## src/rtl/mux_scan_reg.sv

```systemverilog
// mux_scan_reg
// Registered N-channel data selector with a valid/ready output stage.
// In manual mode the channel comes from i_ctrl. In scan mode a round-robin
// pointer visits every channel for DWELL load-enabled cycles, whether or not
// that channel has data.

module mux_scan_reg #(
    parameter int WIDTH    = 16,
    parameter int CHANNELS = 4,
    parameter int SEL_W    = $clog2(CHANNELS),
    parameter int DWELL    = 4
) (
    input  logic                      i_clk,
    input  logic                      i_rst_n,
    input  logic [CHANNELS*WIDTH-1:0] i_data,
    input  logic [CHANNELS-1:0]       i_valid,
    input  logic [SEL_W-1:0]          i_ctrl,
    input  logic                      i_mode,
    input  logic                      i_ready,
    output logic [WIDTH-1:0]          o_data,
    output logic [SEL_W-1:0]          o_chan,
    output logic                      o_valid
);

    // The dwell counter needs at least one bit, even when DWELL is 1.
    localparam int CNT_W = (DWELL > 1) ? $clog2(DWELL) : 1;
    localparam logic [CNT_W-1:0] DWELL_LAST = CNT_W'(DWELL - 1);
    localparam logic [SEL_W-1:0] CHAN_LAST  = SEL_W'(CHANNELS - 1);

    typedef enum logic {
        MANUAL = 1'b0,
        SCAN   = 1'b1
    } state_t;

    state_t            state_q,    state_d;
    logic [WIDTH-1:0]  outData_q,  outData_d;
    logic [SEL_W-1:0]  outChan_q,  outChan_d;
    logic              outValid_q, outValid_d;
    logic [SEL_W-1:0]  scanPtr_q,  scanPtr_d;
    logic [CNT_W-1:0]  dwellCnt_q, dwellCnt_d;

    logic              loadEn;
    logic [SEL_W-1:0]  sel;
    logic [WIDTH-1:0]  selData;
    logic              selHit;

    // The output slot accepts a new beat when it is empty or is being drained this cycle.
    assign loadEn = !outValid_q || i_ready;

    // In the cycle the mode flips, the current state (not the new one) picks the channel.
    assign sel = (state_q == SCAN) ? scanPtr_q : i_ctrl;

    // Look up the selected channel. An index past the last channel matches nothing,
    // so the slot sees it as an empty channel.
    always_comb begin
        selData = '0;
        selHit  = 1'b0;
        for (int k = 0; k < CHANNELS; k++) begin
            if (sel == SEL_W'(k)) begin
                selData = i_data[k*WIDTH +: WIDTH];
                selHit  = i_valid[k];
            end
        end
    end

    // Work out the next output beat, the next mode and the next scanner position.
    always_comb begin
        state_d    = i_mode ? SCAN : MANUAL;
        outData_d  = outData_q;
        outChan_d  = outChan_q;
        outValid_d = outValid_q;
        scanPtr_d  = scanPtr_q;
        dwellCnt_d = dwellCnt_q;

        if (loadEn) begin
            if (selHit) begin
                outData_d  = selData;
                outChan_d  = sel;
                outValid_d = 1'b1;
            end else begin
                outValid_d = 1'b0;
            end
        end

        // Each entry into scan restarts the round at channel 0. A stall does not
        // use up dwell, so every channel is sampled for exactly DWELL load-enabled cycles.
        if (state_q == MANUAL && i_mode) begin
            scanPtr_d  = '0;
            dwellCnt_d = '0;
        end else if (state_q == SCAN && loadEn) begin
            if (dwellCnt_q == DWELL_LAST) begin
                dwellCnt_d = '0;
                scanPtr_d  = (scanPtr_q == CHAN_LAST) ? '0 : scanPtr_q + 1'b1;
            end else begin
                dwellCnt_d = dwellCnt_q + 1'b1;
            end
        end
    end

    // State and output registers. Reset clears them at once and drops any beat in flight.
    always_ff @(posedge i_clk or negedge i_rst_n) begin
        if (!i_rst_n) begin
            state_q    <= MANUAL;
            outData_q  <= '0;
            outChan_q  <= '0;
            outValid_q <= 1'b0;
            scanPtr_q  <= '0;
            dwellCnt_q <= '0;
        end else begin
            state_q    <= state_d;
            outData_q  <= outData_d;
            outChan_q  <= outChan_d;
            outValid_q <= outValid_d;
            scanPtr_q  <= scanPtr_d;
            dwellCnt_q <= dwellCnt_d;
        end
    end

    assign o_data  = outData_q;
    assign o_chan  = outChan_q;
    assign o_valid = outValid_q;

endmodule

```

## config.mk

```make
export PLATFORM = sky130hd
export DESIGN_NAME = mux_scan_reg
export DESIGN_NICKNAME = d
export VERILOG_FILES = /design/src/rtl/mux_scan_reg.sv
export SDC_FILE = /design/constraint.sdc
export NUM_CORES = 1
export LEC_CHECK = 0
export CORE_MARGIN = 2
export CORE_UTILIZATION = 41
export DETAILED_ROUTE_END_ITERATION = 12
export PLACE_DENSITY = 0.94
export SLEW_MARGIN = 40
export SYNTH_ARGS = -nofsm -noshare
export SYNTH_HDL_FRONTEND = slang
export SYNTH_SLANG_ARGS = --single-unit
```

## constraint.sdc

```tcl
create_clock -name i_clk -period 4.28 [get_ports i_clk]
set_input_delay 0.642 -clock i_clk [delete_from_list [all_inputs] [get_ports i_clk]]
set_output_delay 0.642 -clock i_clk [all_outputs]
set_load 0.01 [all_outputs]
```

=== Yosys cells after proc, flatten, opt, wreduce, memory -nomap -nowiden ===
Cells that the tools add are included.

* Mux-type cells: 18
* Reduce and logical (&&, ||, !) cells: 9
* Bitwise operators: 1
* Add/sub/neg operators: 2
* Eq/ne operators: 5

{| class="wikitable"
|+ Operators with widths
! cell !! number
|-
| 2-to-1 mux 16 bit || 4
|-
| 2-to-1 mux 2 bit || 8
|-
| == test 2 bit, second input constant || 4
|-
| 2-to-1 mux 1 bit || 6
|-
| adder 2 x 1 -> 2 bit, second input constant || 2
|-
| AND reduction 2 bit || 2
|-
| nonzero test 2 bit || 2
|-
| == test 2 x 1 -> 1 bit, second input constant || 1
|-
| logical AND 1 bit || 2
|-
| zero test 2 bit || 1
|-
| zero test 1 bit || 1
|-
| logical OR 1 bit || 1
|-
| inverter 1 bit || 1
|}

* Logic and storage cells: 41
* Bits in registers: 24
* Output and inout bits: 19
* Bits of input ports: 74

=== Depth between registers and ports, before layout ===
* Depth after elaboration: 7
* Gate-level depth with buffers: 6
* Mapped depth without buffers: 4

=== Worst setup path after synthesis ===
Ideal clock, no wire load.

* Path kind: input port to flip-flop
* From: input port i_valid[2]
* To: register outData_q[2], in the netlist o_data[2]
* Setup time: 0.125 ns
* Data required time: 4.155 ns
* Cell stages on the path: 5
* Path slack: 2.189 ns
* Arrival: 1.966 ns
* Cells stage by stage: nand4b_1 -> o31ai_1 -> o41ai_4 -> buf_6 -> mux2_4

* Longest elaborated chain between the ends: 3

{| class="wikitable"
|+ Ends and longest elaborated chain
! element !! RTL line !! text
|-
| start: declaration || 16 || <nowiki>input logic [CHANNELS-1:0] i_valid,</nowiki>
|-
| 2-to-1 mux 1 bit (2 in series) || 59 || <nowiki>if (sel == SEL_W'(k)) begin</nowiki>
|-
| AND reduction 2 bit (no source line) || -- ||
|-
| end signal: assignment || 111 || <nowiki>outData_q <= outData_d;</nowiki>
|-
| end: declaration || 36 || <nowiki>logic [WIDTH-1:0] outData_q, outData_d;</nowiki>
|}

No other way between the ends.
A chain may end at the register's enable or synchronous reset.

=== Worst setup path in the final report ===
* From: input port i_ctrl[0]
* To: register outData_q[11], in the netlist o_data[11]

* Longest elaborated chain between the ends: 7
* Elaborated cells on any way between the ends: 14
* Those cells by class: eq/ne: 3; mux: 9; reduce/logical: 2

{| class="wikitable"
|+ Ends and longest elaborated chain
! element !! RTL line !! text
|-
| start: declaration || 17 || <nowiki>input logic [SEL_W-1:0] i_ctrl,</nowiki>
|-
| 2-to-1 mux 2 bit (*) || 51 || <nowiki>assign sel = (state_q == SCAN) ? scanPtr_q : i_ctrl;</nowiki>
|-
| zero test 2 bit || 59 ||
|-
| 2-to-1 mux 1 bit (4 in series) || 59 ||
|-
| AND reduction 2 bit (no source line) || -- ||
|}

Every way passes the cells marked *; elsewhere a longest branch is shown, timed or not.

==> flow_summary.ini <==
[logic_synthesis]
yosys.area.top_type = dfrtp_1
syn-num-nets = 209
synthTopCellsByArea = dfrtp_1, mux2i_1, mux2_2
yosys_warnings = 0
yosysSeqAreaShare = 0.366
syn_area_per_cell_um2 = 12.3
netlist_area_um2 = 1640
ys_seq_elements = 24
ys_types = 26
syn_inst = 133
netlist.area_leader.share = 0.366

[global_route]
grt_first_pass_wirelength_um = 6670
antenna_found_initial = 0
grt_pass1_vias = 1438
grt_max_degree = 34
grt_usage = 0.193
grt_remaining_overflow = 0

[job]
drv_cap = 0

[routing]
ant_nets = 0
vias = 1427
drt_iter0_markers = 51
vias_per_cell = 5.21
drtPass1Iterations = 4
wl_um = 4240
drc = 0
drt-wirelength-per-cell_um = 15.5

[outcome]
status = completed

[clock_network]
clock_path_buffers = 2
ctsResizeCount = 0
cts_made_buffers = 3
cts_sinks = 24
clk-insertion-delay-late_ps = 260
cts_root_buffer = clkbuf_8
cts_setup_buffers = 0
cts_hold_buf = 0
clk_pin_slew_worst_paths_ps = 80
tritoncts = yes
cts_max_level = 1

[setup_path]
crit_arrival_ps = 2530
required_ps = 4430
slowest_delay_ps = 570
critPathSlowestCell = clkdlybuf4s50_1
start_kind = input port
critPathCaptureType = register
critPathBufInv = 2
path_cells = clkdlybuf4s50_1, nor3_1, o21a_1, o41ai_4, buf_4, mux2_2
worstPathMaxFanout = 18
critPathKind = input port to register
crit_family = buffers and inverters

[die]
dieArea_um2 = 4520
rows = 22
coreArea_um2 = 3740
start_util = 0.438
die_h_um = 67.3
boundaryPins = 93
fp.dieW_um = 67.3

[min_path]
hold_path.class = register to register

[sta]
setup_ws_ps = 1900
fin_crit_ps = 2380
relSlewSlack = 0.656
rsz0062_at_grt = no
finalCritPeriodShare = 0.556
maxSlewViolCount = 0
setup_tns_ps = 0
clock_skew_ps = 5.63
hold_violations = 0
clock.fmax_mhz = 420
worstMarginPinSlew_ps = 507
setup_viol = 0

[placement]
port-buffer-count = 92
place_congestion = 0.800
dpl.hpwl_um = 3370
postPlaceCellArea_um2 = 2610
post-place-ws_ps = 1610

[power_and_ir_drop]
p_per_area_nw_per_um2 = 452
ir_drop_mv = 0.254
p_leak_nw = 1.30

[layout]
drive_above_1_share = 0.133
final_cell_mix = clkdlybuf4s50_1, mux2i_1, dfrtp_1
layout_commonest_cell = clkdlybuf4s50_1
diodes = 0
stdcell_area_um2 = 2680
num-nets-final = 303
syn2layout_area_growth_pct = 63.5
nFillCells = 291
-- where the power goes --
group / internal, W / total [W] / switching, W
clock: 0.000125 / 0.000197 / 0.0000721
sequential: 0.000326 / 0.000395 / 0.0000687
combinational: 0.000396 / 0.000622 / 0.000226
-- sequential cells by signal (all words and copies together), names as in the netlist --
register and cells:
scanPtr_q 2, o_valid 1, state_q 1, dwellCnt_q 2
o_chan 2, o_data 16
-- per-layer routing --
layer | GRT usage | part of all wire
met1 | 0.230 | 0.38
met2 | 0.353 | 0.52
met3 | 0.0450 | 0.078
met4 | 0.0408 | 0.015
met5 | 0 | 0
-- kinds of logic after synthesis --
group | count (synthesis) | synth area share
and+or+nand+nor | 18 | 0.0610
AOI/OAI and AO/OA | 9 | 0.0526
buffers and inverters | 9 | 0.0343
adders and majority gates | 2 | 0.0153
muxes | 71 | 0.471
DFF | 24 | 0.366
-- worst register-to-register path, delay by kind of cell (launching register included) --
| kind | cells | cell delay [ps] |
|---|---|---|
| multiplexers | 4 | 980 |
| buffers and inverters | 1 | 470 |
| flip-flops | 1 | 690 |
-- through the flow --
| stage | hold WS [ps] | util | power [W] | std cells |
|---|---|---|---|---|
| 2_1_floorplan | 346 | - | 0.000715 | 133 |
| 3_3_place_gp | 488 | 0.698 | 0.00100 | 270 |
| 3_5_place_dp | 497 | 0.698 | 0.00102 | 270 |
| 4_1_cts | 519 | 0.717 | 0.00123 | 274 |
| 5_1_grt | 539 | 0.717 | 0.00129 | 274 |
| 6_report | 513 | 0.717 | 0.00121 | 274 |
-- final timing paths --
path,to,from,slack [ps],cells after the start
max in group asynchronous,scanPtr_q[0],i_rst_n,3010,2
max,o_data[11],i_ctrl[0],1900,6
min,o_data[1],o_data[1],510,1
max reg2reg,o_data[6],state_q,2040,5
min in group asynchronous,o_chan[1],i_rst_n,700,1
min reg2reg,o_data[1],o_data[1],510,1
-- Yosys cell counts, drive strengths merged --
| cell type | instances |
|---|---|
| nand2b | 4 |
| inv | 2 |
| mux2 | 19 |
| nand4b | 2 |
| nor4 | 1 |
| a22o | 3 |
| ha | 2 |
| o31ai | 2 |
| mux2i | 52 |
| o21a | 1 |
| buf | 6 |
| nand4 | 1 |
| o21ai | 2 |
| nor3 | 1 |
| nand2 | 4 |
| o41ai | 1 |
| nor3b | 1 |
| nor2 | 2 |
| clkbuf | 1 |
| nand3 | 2 |
| dfrtp | 24 |
-- final cells by class --
cell class	instances	area [um2]	share of cell area
timing repair buffer	96	951	0.354
inverter	2	7.51	0.00280
clock buffer	3	41.3	0.0154
clock inverter	1	30.0	0.0112
multi-input combinational	100	992	0.370
sequential	24	601	0.224
tap	48	60.1	0.0224
Power figures use the tool's default switching activity.
